==> src/rtl/touch_detector_if.sv <==
// rtl/touch_detector_if.sv - sensor/processor side signals of the touch detector
interface touch_detector_if #(
    parameter int N_CH = 9,
    parameter int W    = 32
);
    logic [N_CH*W-1:0] readings;
    logic              recal;
    logic [N_CH-1:0]   clear_mask;
    logic [N_CH-1:0]   touched;
    logic [N_CH-1:0]   press_pending;
    logic              scan_done;
    logic              busy;

    modport master (
        output readings, recal, clear_mask,
        input  touched, press_pending, scan_done, busy
    );

    modport slave (
        input  readings, recal, clear_mask,
        output touched, press_pending, scan_done, busy
    );
endinterface

==> src/rtl/touch_detector.sv <==
// rtl/touch_detector.sv - periodic capacitive touch sweep with baseline tracking,
// hysteresis and debounce; one shared subtractor walks the channels one per cycle.
module touch_detector #(
    parameter int N_CH       = 9,
    parameter int W          = 32,
    parameter int SAMPLE_DIV = 50000,
    parameter int DEBOUNCE   = 4,
    parameter int THRESH_ON  = 200,
    parameter int THRESH_OFF = 100,
    parameter int BASE_SHIFT = 4
) (
    input  logic         clock,
    input  logic         reset,
    touch_detector_if.slave bus
);
    localparam int DIV_W = $clog2(SAMPLE_DIV);
    localparam int IDX_W = $clog2(N_CH);
    localparam int CNT_W = $clog2(DEBOUNCE + 1);

    typedef enum logic {IDLE, SCAN} state_t;

    state_t             state_q, state_d;
    logic               cal_pending_q, cal_pending_d;
    logic               cal_sweep_q, cal_sweep_d;
    logic [DIV_W-1:0]   div_q, div_d;
    logic [IDX_W-1:0]   idx_q, idx_d;
    logic [W-1:0]       snap_q [N_CH];
    logic [W-1:0]       snap_d [N_CH];
    logic [W-1:0]       base_q [N_CH];
    logic [W-1:0]       base_d [N_CH];
    logic [CNT_W-1:0]   cnt_q [N_CH];
    logic [CNT_W-1:0]   cnt_d [N_CH];
    logic [N_CH-1:0]    touched_q, touched_d;
    logic [N_CH-1:0]    press_q, press_d;
    logic               scan_done_q, scan_done_d;

    logic [W-1:0]       r, b, delta;
    logic signed [W:0]  diff, diff_sh;
    logic               cur_t, raw_on, raw_off, disagree, hit;
    logic [CNT_W-1:0]   cnt_inc;
    logic               div_last;

    // Shared per-channel datapath for the channel under evaluation.
    always_comb begin
        r        = snap_q[idx_q];
        b        = base_q[idx_q];
        cur_t    = touched_q[idx_q];
        diff     = $signed({1'b0, r}) - $signed({1'b0, b});
        diff_sh  = diff >>> BASE_SHIFT;
        delta    = diff[W] ? '0 : diff[W-1:0];
        raw_on   = delta > W'(THRESH_ON);
        raw_off  = delta < W'(THRESH_OFF);
        disagree = cur_t ? raw_off : raw_on;
        cnt_inc  = cnt_q[idx_q] + 1'b1;
        hit      = disagree && (cnt_inc == CNT_W'(DEBOUNCE));
        div_last = (div_q == DIV_W'(SAMPLE_DIV - 1));
    end

    always_comb begin
        state_d       = state_q;
        cal_pending_d = cal_pending_q | bus.recal;
        cal_sweep_d   = cal_sweep_q;
        div_d         = div_last ? '0 : div_q + 1'b1;
        idx_d         = idx_q;
        snap_d        = snap_q;
        base_d        = base_q;
        cnt_d         = cnt_q;
        touched_d     = touched_q;
        press_d       = press_q & ~bus.clear_mask;
        scan_done_d   = 1'b0;

        case (state_q)
            IDLE: begin
                if (div_last) begin
                    for (int k = 0; k < N_CH; k++) snap_d[k] = bus.readings[k*W +: W];
                    idx_d         = '0;
                    state_d       = SCAN;
                    // The sweep's mode is frozen here; a recal seen later waits for the next sweep.
                    cal_sweep_d   = cal_pending_q | bus.recal;
                    cal_pending_d = 1'b0;
                end
            end
            SCAN: begin
                if (cal_sweep_q) begin
                    base_d[idx_q]    = r;
                    cnt_d[idx_q]     = '0;
                    touched_d[idx_q] = 1'b0;
                end else begin
                    if (!cur_t && !raw_on) base_d[idx_q] = W'($unsigned(diff_sh) + {1'b0, b});
                    if (!disagree) begin
                        cnt_d[idx_q] = '0;
                    end else if (hit) begin
                        cnt_d[idx_q]     = '0;
                        touched_d[idx_q] = ~cur_t;
                        if (!cur_t) press_d[idx_q] = 1'b1;
                    end else begin
                        cnt_d[idx_q] = cnt_inc;
                    end
                end
                if (idx_q == IDX_W'(N_CH - 1)) begin
                    state_d     = IDLE;
                    scan_done_d = 1'b1;
                    idx_d       = '0;
                end else begin
                    idx_d = idx_q + 1'b1;
                end
            end
            default: state_d = IDLE;
        endcase
    end

    always_ff @(posedge clock or posedge reset) begin
        if (reset) begin
            state_q       <= IDLE;
            cal_pending_q <= 1'b1;
            cal_sweep_q   <= 1'b0;
            div_q         <= '0;
            idx_q         <= '0;
            touched_q     <= '0;
            press_q       <= '0;
            scan_done_q   <= 1'b0;
            for (int k = 0; k < N_CH; k++) begin
                snap_q[k] <= '0;
                base_q[k] <= '0;
                cnt_q[k]  <= '0;
            end
        end else begin
            state_q       <= state_d;
            cal_pending_q <= cal_pending_d;
            cal_sweep_q   <= cal_sweep_d;
            div_q         <= div_d;
            idx_q         <= idx_d;
            touched_q     <= touched_d;
            press_q       <= press_d;
            scan_done_q   <= scan_done_d;
            snap_q        <= snap_d;
            base_q        <= base_d;
            cnt_q         <= cnt_d;
        end
    end

    assign bus.touched       = touched_q;
    assign bus.press_pending = press_q;
    assign bus.scan_done     = scan_done_q;
    assign bus.busy          = (state_q == SCAN);
endmodule

==> src/flat_wrapper.sv <==
// flat-port wrapper written by rule: the top's interface ports become plain ports
module touch_detector_flat 
#(
    parameter int N_CH       = 9,
    parameter int W          = 32,
    parameter int SAMPLE_DIV = 50000,
    parameter int DEBOUNCE   = 4,
    parameter int THRESH_ON  = 200,
    parameter int THRESH_OFF = 100,
    parameter int BASE_SHIFT = 4
)
  (clock, reset, bus_readings, bus_recal, bus_clear_mask, bus_touched, bus_press_pending, bus_scan_done, bus_busy);
  touch_detector_if #(.N_CH(N_CH), .W(W)) bus_i ();
  input  logic clock;
  input  logic reset;
  input wire logic [$bits(bus_i.readings)-1:0] bus_readings;
  input wire logic [$bits(bus_i.recal)-1:0] bus_recal;
  input wire logic [$bits(bus_i.clear_mask)-1:0] bus_clear_mask;
  output wire logic [$bits(bus_i.touched)-1:0] bus_touched;
  output wire logic [$bits(bus_i.press_pending)-1:0] bus_press_pending;
  output wire logic [$bits(bus_i.scan_done)-1:0] bus_scan_done;
  output wire logic [$bits(bus_i.busy)-1:0] bus_busy;
  assign bus_i.readings = bus_readings;
  assign bus_i.recal = bus_recal;
  assign bus_i.clear_mask = bus_clear_mask;
  assign bus_touched = bus_i.touched;
  assign bus_press_pending = bus_i.press_pending;
  assign bus_scan_done = bus_i.scan_done;
  assign bus_busy = bus_i.busy;
  touch_detector #(.N_CH(N_CH), .W(W), .SAMPLE_DIV(SAMPLE_DIV), .DEBOUNCE(DEBOUNCE), .THRESH_ON(THRESH_ON), .THRESH_OFF(THRESH_OFF), .BASE_SHIFT(BASE_SHIFT)) u_core (.clock(clock), .reset(reset), .bus(bus_i));
endmodule
==> config.mk <==
export PLATFORM = sky130hd
export DESIGN_NAME = touch_detector_flat
export DESIGN_NICKNAME = d
export VERILOG_FILES = /design/src/rtl/touch_detector_if.sv /design/src/rtl/touch_detector.sv /design/src/flat_wrapper.sv
export SDC_FILE = /design/constraint.sdc
export NUM_CORES = 2
export LEC_CHECK = 0
export CORE_MARGIN = 3
export CORE_UTILIZATION = 64
export DETAILED_ROUTE_END_ITERATION = 12
export DONT_BUFFER_PORTS = 1
export PLACE_DENSITY = 0.9
export SKIP_LAST_GASP = 1
export SYNTH_ARGS = -nofsm -noshare
export SYNTH_HDL_FRONTEND = slang
export SYNTH_SLANG_ARGS = --single-unit
==> constraint.sdc <==
create_clock -name clock -period 24.3 [get_ports clock]
set_input_delay 3.645 -clock clock [delete_from_list [all_inputs] [get_ports clock]]
set_output_delay 3.645 -clock clock [all_outputs]
set_load 0.02 [all_outputs]
-- Word-level counts from Yosys, hierarchy flattened
Cells that the tools add are included.
- bits of input ports: 300
- register bits after elaboration: 645
- mux-type cells: 47
- $lt $le $gt $ge: 6
- bitwise operators: 11
- reduce and logical (&&, ||, !) cells: 12
- equal/unequal tests: 4
- add/subtract/negate cells: 5
- operators by type and width (kind ; count):
    $bwmux 288 ; 2
    $mux 288 ; 2
    $bmux 32 s4 ; 2
    $mux 32 ; 6
    $demux 32 s4 ; 1
    $mux 27 ; 3
    $mux 9 ; 8
    $sub 32x32->33 ; 1
    $add 32x32->32 ; 1
    $gt 32x8->1 const B ; 1
    $lt 32x7->1 const B ; 1
    $and 27x27->27 ; 1
    $bwmux 27 ; 1
    $not 27->27 ; 1
    $and 9x9->9 ; 2
    $not 9->9 ; 2
    $add 16x1->16 const B ; 1
    $eq 16x16->1 const B ; 1
    $mux 16 ; 1
    $bmux 3 s4 ; 1
    $demux 3 s4 ; 1
    $bwmux 9 ; 1
    $mux 1 ; 9
    $mux 3 ; 3
    other kinds (23) ; 32

-- Logic depth before layout (Yosys ltp)
- depth after elaboration: 13
- depth in mapped cells: 32
- gate-level depth less buffers: 27

-- Worst setup path before layout
Ideal clock, no wire load.
- path type: register to register
- start point: register u_core.idx_q[2]
- end point: register u_core.base_q[156] in the netlist's numbering
- required time: 24172 ps
- path buffers: 6
- setup time: 128 ps
- cell stages (with the launch flop): 28
- setup slack: 16628 ps
- arrival time: 7544 ps
- cell sequence: dfrtp_1 clkbuf_1 clkbuf_1 buf_1 clkbuf_1 buf_1 clkbuf_1 mux4_2 a22o_1 ha_1 fa_1 nand2b_1 a21oi_1 o21ai_0 o21bai_1 xnor2_1 ha_1 or4_1 o22ai_1 inv_1 a311o_1 a221o_1 a2111oi_0 o31ai_1 a31oi_1 xor2_1 o21ai_1 mux2_1
- cells in the longest elaborated chain, start to end: 11
- elaborated cells between the ends (all ways): 27
- classes of those cells: add/sub (2); order compare (3); mux (15); bitwise (1); reduce/logical (6)
- RTL lines (element ; RTL line ; text):
    start: declaration ; touch_detector.sv:26 ; logic [IDX_W-1:0] idx_q, idx_d;
    start signal: assignment ; touch_detector.sv:132 ; idx_q <= idx_d;
    $not 4->5 (not written as such) ; n/a ;
    $bmux 32 s4 (on tied branches) ; touch_detector.sv:45, touch_detector.sv:46 ;
    $mux 32 (on tied branches) (2 in a row) ; touch_detector.sv:45, touch_detector.sv:46 ;
    $sub 32x32->33 ; touch_detector.sv:48 ; diff = $signed({1'b0, r}) - $signed({1'b0, b});
    $mux 32 ; touch_detector.sv:50 ; delta = diff[W] ? '0 : diff[W-1:0];
    $gt 32x8->1 ; touch_detector.sv:51 ; raw_on = delta > W'(THRESH_ON);
    $logic_not 1->1 ; touch_detector.sv:89 ; if (!cur_t && !raw_on) base_d[idx_q] = W'($unsigned(diff_sh) + {1'b0, b});
    $logic_and 1x1->1 ; touch_detector.sv:89 ;
    $reduce_bool 2->1 (no line) ; n/a ;
    $reduce_and 2->1 (no line) ; n/a ;
    end signal: assignment ; touch_detector.sv:137 ; base_q <= base_d;
    end: declaration ; touch_detector.sv:29 ; logic [W-1:0] base_q [N_CH];
Parallel ways exist; a longest one is shown, timed or not. The select of a mux whose other input is x is not followed.
A chain may end at the register's enable or synchronous reset.

-- Worst setup path in the final report
- start point: register u_core.idx_q[0]
- end point: register u_core.base_q[58] in the netlist's numbering
Same word-level chain as after synthesis.

==> flow_summary.json <==
{
  "synth.top_cells.by_count": "dfrtp_1 (644), mux2_2 (340), mux2i_1 (167)",
  "ys_types": 79,
  "ys_seq_area_frac": 0.475,
  "numPortBuffers": 0,
  "place_area_mm2": 0.0341,
  "drc_errors": 0,
  "num_vias": 23500,
  "placed_cells": 3287,
  "cts_tree": "built",
  "fillCellCount": 3194,
  "yosys-top-cells-area": "dfrtp_1 (47%), mux2_2 (11%), mux2_4 (6.6%)",
  "yosysTopAreaCell": "dfrtp_1",
  "drive_above_1_share": 0.253,
  "gr-total-overflow": 0,
  "fin_util": 0.699,
  "finalSetupViolCount": 0,
  "fmax_mhz": 112,
  "crit_chain": "buf_12, nand2b_2, buf_4, nor2_1, a21oi_1, o22a_1, ha_1, o211ai_1, a21oi_1, o31a_1, a221oi_1, xnor2_1, ha_1, or4_1, o22ai_1, inv_1, a311o_1, a221o_1, a2111oi_0, o31ai_1, xnor2_1, o21ai_1, mux2_4",
  "required_ns": 24.84,
  "p_total_mw": 2.12,
  "postCtsHoldBufs": 0,
  "crit_buf_inv": 3,
  "yosysMostFrequentCell": "dfrtp_1",
  "finalWeightedCongestion": 0.990,
  "synth_top_area_frac": 0.474,
  "cts.path.max_buffers": 3,
  "cts_resized": 0,
  "routed_via_density": 6.89,
  "critPathMaxStageDelay_ns": 0.83,
  "insertion_delay_ns": 0.62,
  "min_path_cells": 2,
  "syn_inst": 2746,
  "synth_edf_count": 0,
  "critPathTopFamily": "compound AO/OA/AOI/OAI gates",
  "hold_class": "reg2reg",
  "r2r-start": "u_core.idx_q[0]$_DFFE_PP0P_",
  "path_class": "reg2reg",
  "critPathLaunchType": "register",
  "pre_cts_ws_ns": 15.77,
  "chipHeight_um": 236,
  "ys_ff_latch": 645,
  "cp-end-kind": "register",
  "startpoint": "u_core.idx_q[0]$_DFFE_PP0P_",
  "status": "complete, no violations",
  "finClkSkew_ns": 0.0343,
  "wl_um": 95700,
  "std_cell_rows": 83,
  "ant_nets": 0,
  "wl_per_cell_um": 28.0,
  "die_w_um": 236,
  "setup_ws_ns": 15.39,
  "maxCapViolations": 0,
  "max_slew_margin": 0.154,
  "ys.flop_type": "dfrtp_1",
  "grt_max_degree": 201,
  "cts_sinks": 645,
  "setup_tns_ns": 0,
  "post-route-period-util": 0.367,
  "holdWs_ns": 0.481,
  "clk_pin_slew_worst_paths_ns": 0.06,
  "slowest_stage": "dfrtp_4",
  "nets": 3047,
  "cp.depth": 23,
  "power_density_mw_per_mm2": 58.4,
  "leakage_nw": 17.1,
  "syn_area_per_cell_um2": 12.4,
  "clockRootBuffer": "clkbuf_16",
  "yosysWarnings": 0,
  "syn_nets": 3118,
  "rsz0062_at_grt": "false",
  "initial_utilization": 0.655,
  "period_needed_ns": 8.91,
  "die-area_mm2": 0.0559,
  "first_pass_iters": 8,
  "cts_buffers": 66,
  "antenna_found_initial": 26,
  "track_usage": 0.339,
  "place_hpwl_um": 61600,
  "syn_area_mm2": 0.0340,
  "final_cells": 3417,
  "synthToLayoutAreaGrowth_pct": 6.83,
  "worst_slew_pin_slew_ns": 1.26,
  "hold_path_startpoint": "u_core.cnt_q[4]$_DFFE_PP0P_",
  "reg2regPathDepth": 23,
  "async_flop_share": 1.00,
  "htree_levels": 3,
  "finalInstanceArea_mm2": 0.0363,
  "cts_setup_buffers": 0,
  "core_area_mm2": 0.0519,
  "cp_max_fo": 95,
  "grt_pass1_wl_um": 148000,
  "drt_iter0_drc": 2498,
  "max-vdd-ir-drop_uv": 64.4,
  "ioPinCount": 320,
  "finalHoldViolations": 0,
  "worst_ep_arrival_time_ns": 9.46,
  "drv_slew": 0,
  "first_global_vias": 24900
}
-- worst register-to-register path: cells and delay by family, from the launching register on --
kind / cells / cell delay [ns]
AND/OR/NAND/NOR: 3 / 1.56
XOR/XNOR: 2 / 0.33
multiplexers: 1 / 0.28
buffers and inverters: 3 / 1.23
AO/OA/AOI/OAI: 12 / 4.04
flip-flops: 1 / 0.83
adder cells (fa/ha/maj): 2 / 0.61
-- area by class of cell --
class                           instances  area, um2  area share
Clock inverter                         17        205     0.00565
Timing Repair Buffer                   25        225     0.00620
Inverter                               70        270     0.00744
Sequential cell                       645      16200       0.445
Tap cell                              680        851      0.0234
Antenna cell                           14       35.0    0.000965
Clock buffer                           99       1950      0.0536
Multi-Input combinational cell       1867      16600       0.458
-- logic make-up after synthesis --
logic type                 Yosys count  synth area share
and+or+nand+nor                    411            0.0574
AOI/OAI and AO/OA                  502            0.0938
muxes                              815             0.293
adders and majority gates           72            0.0269
xor gates and xnor gates            67            0.0173
DFF                                645             0.475
buffers and inverters              234            0.0367
-- cell usage in the layout, fill, tap and decap left out, types with 11 or more instances in the layout --
cell | synthesis | routed
a21o_1 | 28 | 28
a21oi_1 | 153 | 153
a22o_1 | 35 | 35
buf_4 | 0 | 22
clkbuf_1 | 113 | 17
clkbuf_16 | 0 | 67
clkbuf_8 | 0 | 15
dfrtp_1 | 644 | 640
diode_2 | 0 | 14
ha_1 | 70 | 70
inv_1 | 69 | 68
mux2_1 | 120 | 120
mux2_2 | 340 | 340
mux2_4 | 150 | 150
mux2i_1 | 167 | 167
mux4_2 | 38 | 38
nand2_1 | 145 | 145
nand2b_1 | 13 | 12
nand3_1 | 22 | 22
nand4_1 | 11 | 11
nor2_1 | 153 | 152
o21ai_0 | 78 | 78
o21ai_1 | 45 | 45
o22a_1 | 30 | 30
o22ai_1 | 48 | 48
xnor2_1 | 34 | 34
xor2_1 | 33 | 33
-- report_power, final --
part,internal (mW),leakage (nW),switching (mW)
clock network,0.589,1.06,0.436
logic,0.00120,7.08,0.0201
registers,1.07,8.99,0.000000000000000110
-- path summary, 6_finish.rpt --
check / endpoint / slack (ns)
max: u_core.base_q[58]$_DFFE_PP0P_ / 15.39
min: u_core.cnt_q[4]$_DFFE_PP0P_ / 0.48
max reg2reg: u_core.base_q[58]$_DFFE_PP0P_ / 15.39
min reg2reg: u_core.cnt_q[4]$_DFFE_PP0P_ / 0.48
max in group asynchronous: u_core.base_q[55]$_DFFE_PP0P_ / 17.74
min in group asynchronous: u_core.snap_q[224]$_DFFE_PP0P_ / 3.01
-- per-layer routing --
metal  up-vias  share of wire  GRT usage
met5         -         0.0022          0
met4        28          0.039      0.144
met3       330          0.098     0.0962
met2      1389           0.47      0.543
met1     12000           0.39      0.436
li1       9811              -          -
-- registers in the layout, indices dropped and copies added (netlist names) --
signal and cells:
u_core.div_q 16, u_core.bus.touched 9, u_core.cnt_q 27, u_core.snap_q 288, u_core.base_q 288, u_core.bus.press_pending 9, u_core.bus.scan_done 1, u_core.idx_q 4
u_core.cal_sweep_q 1, u_core.cal_pending_q 1, u_core.bus.busy 1
No activity file was read; power rests on OpenSTA's default activity.
==> patch 1 (config.mk and constraints unchanged) <==
Compare `div_q` against `DIV_W'(SAMPLE_DIV - 1)` with >= in place of ==.
--- a/src/rtl/touch_detector.sv
+++ b/src/rtl/touch_detector.sv
@@ -55,3 +55,3 @@
         hit      = disagree && (cnt_inc == CNT_W'(DEBOUNCE));
-        div_last = (div_q == DIV_W'(SAMPLE_DIV - 1));
+        div_last = (div_q >= DIV_W'(SAMPLE_DIV - 1));
     end
Formal check against the unedited RTL: no difference found for any inputs over 4 cycles, from zero or initial values and one cycle with reset high; that may be too few to reach the edited logic, so the function may still have changed.
==> patch 1 against the unedited design <==
Worst setup slack better by 410 ps; synthesized area is 1.7% lower; first-iteration DRC count is 34% higher; final area is 1.5% lower; power is 0.28% higher; wire length is 0.82% higher; die area is 1.7% lower; sequential cell count stayed put; critical path type unchanged; critical endpoint is now u_core.base_q[63]; largest cell class is now flip-flops and latches; highest routed layer is now met4.
==> patch 1: results (changes against the unedited design) <==
| Metric | Value |
|---|---|
| Status | `finished, final reports clean (unchanged)` |
| Netlist cell types | `69 (was 79)` |
| #MultiIn Comb | `2,432 (was 1,867)` |
| Total GRT Usage | `0.355 (was 0.339)` |
| Mapped Nets | `3,717 (was 3,118)` |
| Dpl hpwl | `64.9 mm (was 61.6 mm)` |
| Clkbuf count | `92 (was 99)` |
| First-pass GRT wire length | `149 mm (was 148 mm)` |
| Sequential fraction of the synthesis area | `0.483 (was 0.475)` |
| Initial DRC count | `3,354 (was 2,498)` |
| DRT Wirelength | `96.5 mm (was 95.7 mm)` |
| Inverters | `67 (was 70)` |
| Slowest cell on the critical path | `buf_4 (was dfrtp_4)` |
| Clock buf/inv share | `0.0605 (was 0.0593)` |
| GP Congestion | `1.04 (was 0.990)` |
| DR pass1 iterations | `6 (was 8)` |
| Post-synth top cells | `966 x nand2_1, 644 x dfrtp_1, 211 x nor2_1 (was 644 x dfrtp_1, 340 x mux2_2, 167 x mux2i_1)` |
| PwrDens | `59.4 nW/µm² (was 58.4 nW/µm²)` |
| Relative slew margins | `0.0735 (was 0.154)` |
| Placed Area | `33,600 µm² (was 34,100 µm²)` |
| Max Clk Rate | `118 MHz (was 112 MHz)` |
| Crit Reg-Reg Endpoint | `u_core.base_q[63] (was u_core.base_q[58])` |
| Layout fillers | `3,489 (was 3,194)` |
| Pleak | `16.2 nW (was 17.1 nW)` |
| Path depth of the worst reg2reg path | `26 (was 23)` |
| Hold Path Cell Cnt | `1 (was 2)` |
-- patch 1: routing by layer --
| layer | up-vias | GRT usage | wire length [µm] |
|---|---|---|---|
| met5 | - | 0 | 0 |
| met1 | 13000 | 0.456 | 35000 |
| met4 | 0 | 0.207 | 6560 |
| li1 | 11300 | - | - |
| met2 | 1738 | 0.551 | 44500 |
| met3 | 406 | 0.0888 | 10400 |
-- patch 1: logic make-up after synthesis --
group,share of synthesized area
flip-flops,0.483
AND/OR/NAND/NOR,0.158
buffers and inverters,0.0359
AO/OA/AOI/OAI,0.0932
multiplexers,0.185
XOR/XNOR,0.0178
adder cells (fa/ha/maj),0.0274
-- patch 1: report_power, final --
part | switching (mW) | internal [mW] | leakage, nW | total, mW
sequential | 0.000000000000000139 | 1.07 | 7.48 | 1.07
combinational | 0.0200 | 0.00141 | 7.62 | 0.0214
clock | 0.433 | 0.597 | 1.07 | 1.03
==> patch 2 (same settings) <==
Made on the original files. `W` is set to 32 in 3 places; all go to 36.
--- a/src/rtl/touch_detector_if.sv
+++ b/src/rtl/touch_detector_if.sv
@@ -3,3 +3,3 @@
     parameter int N_CH = 9,
-    parameter int W    = 32
+    parameter int W    = 36
 );
--- a/src/rtl/touch_detector.sv
+++ b/src/rtl/touch_detector.sv
@@ -4,3 +4,3 @@
     parameter int N_CH       = 9,
-    parameter int W          = 32,
+    parameter int W          = 36,
     parameter int SAMPLE_DIV = 50000,
--- a/src/flat_wrapper.sv
+++ b/src/flat_wrapper.sv
@@ -4,3 +4,3 @@
     parameter int N_CH       = 9,
-    parameter int W          = 32,
+    parameter int W          = 36,
     parameter int SAMPLE_DIV = 50000,
Interface: changed (resized bus_readings); port bits go from 320 to 356. The function was not compared with the original's and may differ.
==> patch 2 against the unedited design <==
Synthesized area up 13%; clock power up 9.7%; power up 11%; sequential share of layout area down 0.59 points; sequential cell count up 72; non-clock buffer count up 8; worst setup slack worse by 260 ps; via count up 15%; final area up 13%; clock skew up 17 ps; wire length up 19%.
==> patch 2: results (changes against the unedited design) <==
| Metric | Value |
|---|---|
| Vias in the first global route | `28,100 (was 24,900)` |
| Status | `finished, final reports clean (unchanged)` |
| Worst path max stage delay | `1000 ps (was 830 ps)` |
| Initial antenna violation count | `37 (was 26)` |
| Initial DRC count | `3,037 (was 2,498)` |
| Routed WL per cell | `29.4 µm (was 28.0 µm)` |
| TritonCTS Buffers | `74 (was 66)` |
| Worst clock skew | `51.3 ps (was 34.3 ps)` |
| GP Congestion | `0.997 (was 0.990)` |
| Mapped Nets | `3,498 (was 3,118)` |
| Total GRT Usage | `0.354 (was 0.339)` |
| Placed Area | `38,500 µm² (was 34,100 µm²)` |
| Via count | `26,900 (was 23,500)` |
| Main area contributors after synthesis | `dfrtp_1 47%, mux2_2 12%, mux2_4 8.2%, mux4_2 4.5%, mux2i_1 4.1% (was dfrtp_1 47%, mux2_2 11%, mux2_4 6.6%, mux2i_1 4.9%, mux2_1 4.0%)` |
| DR pass1 iterations | `9 (was 8)` |
| Mux cell area share after synthesis | `0.297 (was 0.293)` |
| Post-synth top cells | `716 x dfrtp_1, 405 x mux2_2, 239 x a21oi_1 (was 644 x dfrtp_1, 340 x mux2_2, 167 x mux2i_1)` |
| Pleak | `19.1 nW (was 17.1 nW)` |
| Clock network latency to the later pin of the worst-skew pair | `660 ps (was 620 ps)` |
| Fin Hold WS | `485 ps (was 481 ps)` |
| Flop2flop setup slack | `15,120 ps (was 15,390 ps)` |
| Relative slew margins | `0.225 (was 0.154)` |
| Dpl hpwl | `73.5 mm (was 61.6 mm)` |
| First-pass GRT wire length | `171 mm (was 148 mm)` |
| XOR/XNOR Fraction of Synth Area | `0.0144 (was 0.0173)` |
| Sequential fraction of the synthesis area | `0.468 (was 0.475)` |
| Complex-gate fraction of the synthesized area | `0.0926 (was 0.0938)` |
| Critical Path AT | `9740 ps (was 9460 ps)` |
| Share of cells above drive strength 1 | `0.285 (was 0.253)` |
| Pin count of the biggest net entering global routing | `113 (was 201)` |
-- patch 2: logic make-up (layout without fill, tap and decap cells) --
group	after synthesis	count (layout)
XOR/XNOR	63	63
buffers and inverters	258	236
adder cells (fa/ha/maj)	80	80
AO/OA/AOI/OAI	557	557
AND/OR/NAND/NOR	525	525
other	0	37
flip-flops	717	717
multiplexers	882	882
-- patch 2: final cells by class --
class / count / area [µm²]
clock inverter: 25 / 258
antenna: 37 / 92.6
clock buffer: 102 / 2090
fill: 3634 / 18200
multi-input combinational: 2107 / 19000
tap: 773 / 967
timing repair buffer: 33 / 248
sequential: 717 / 18000
inverter: 76 / 293
-- patch 2: worst paths after layout --
path                       cells past startpoint                 end          startpoint
max                                           27  u_core.base_q[142]     u_core.idx_q[2]
min                                            1  u_core.base_q[310]  u_core.base_q[310]
max reg2reg                                   27  u_core.base_q[142]     u_core.idx_q[2]
min reg2reg                                    1  u_core.base_q[310]  u_core.base_q[310]
max in group asynchronous                      4  u_core.base_q[312]               reset
min in group asynchronous                      1   u_core.snap_q[80]               reset
-- patch 2: metrics by stage --
step                      setup WS [ps]   util  instances
final                             15120  0.692       3870
after global routing              14740  0.691       3853
after detailed placement          15450  0.651       3706
after global placement            15680  0.651       3706
after floorplan                     544      -       3082
after CTS                         15410  0.690       3833
-- patch 2: critical path, delay by kind of cell (launching register included) --
kind	cells	cell delay, ps
flip-flops	1	1000
AND/OR/NAND/NOR	6	670
AO/OA/AOI/OAI	13	4200
multiplexers	2	730
buffers and inverters	3	1520
adder cells (fa/ha/maj)	2	690
XOR/XNOR	1	150
-- patch 2: power breakdown --
group          leakage (nW)  internal [mW]        switching [mW]
logic                  7.99        0.00132                0.0225
registers              9.99           1.19  0.000000000000000126
clock network          1.16          0.620                 0.508
-- patch 2: metal layers --
metal | GRT usage | part of all wire
met1 | 0.455 | 0.37
met2 | 0.556 | 0.47
met3 | 0.0905 | 0.10
met4 | 0.192 | 0.055
met5 | 0 | 0.0011
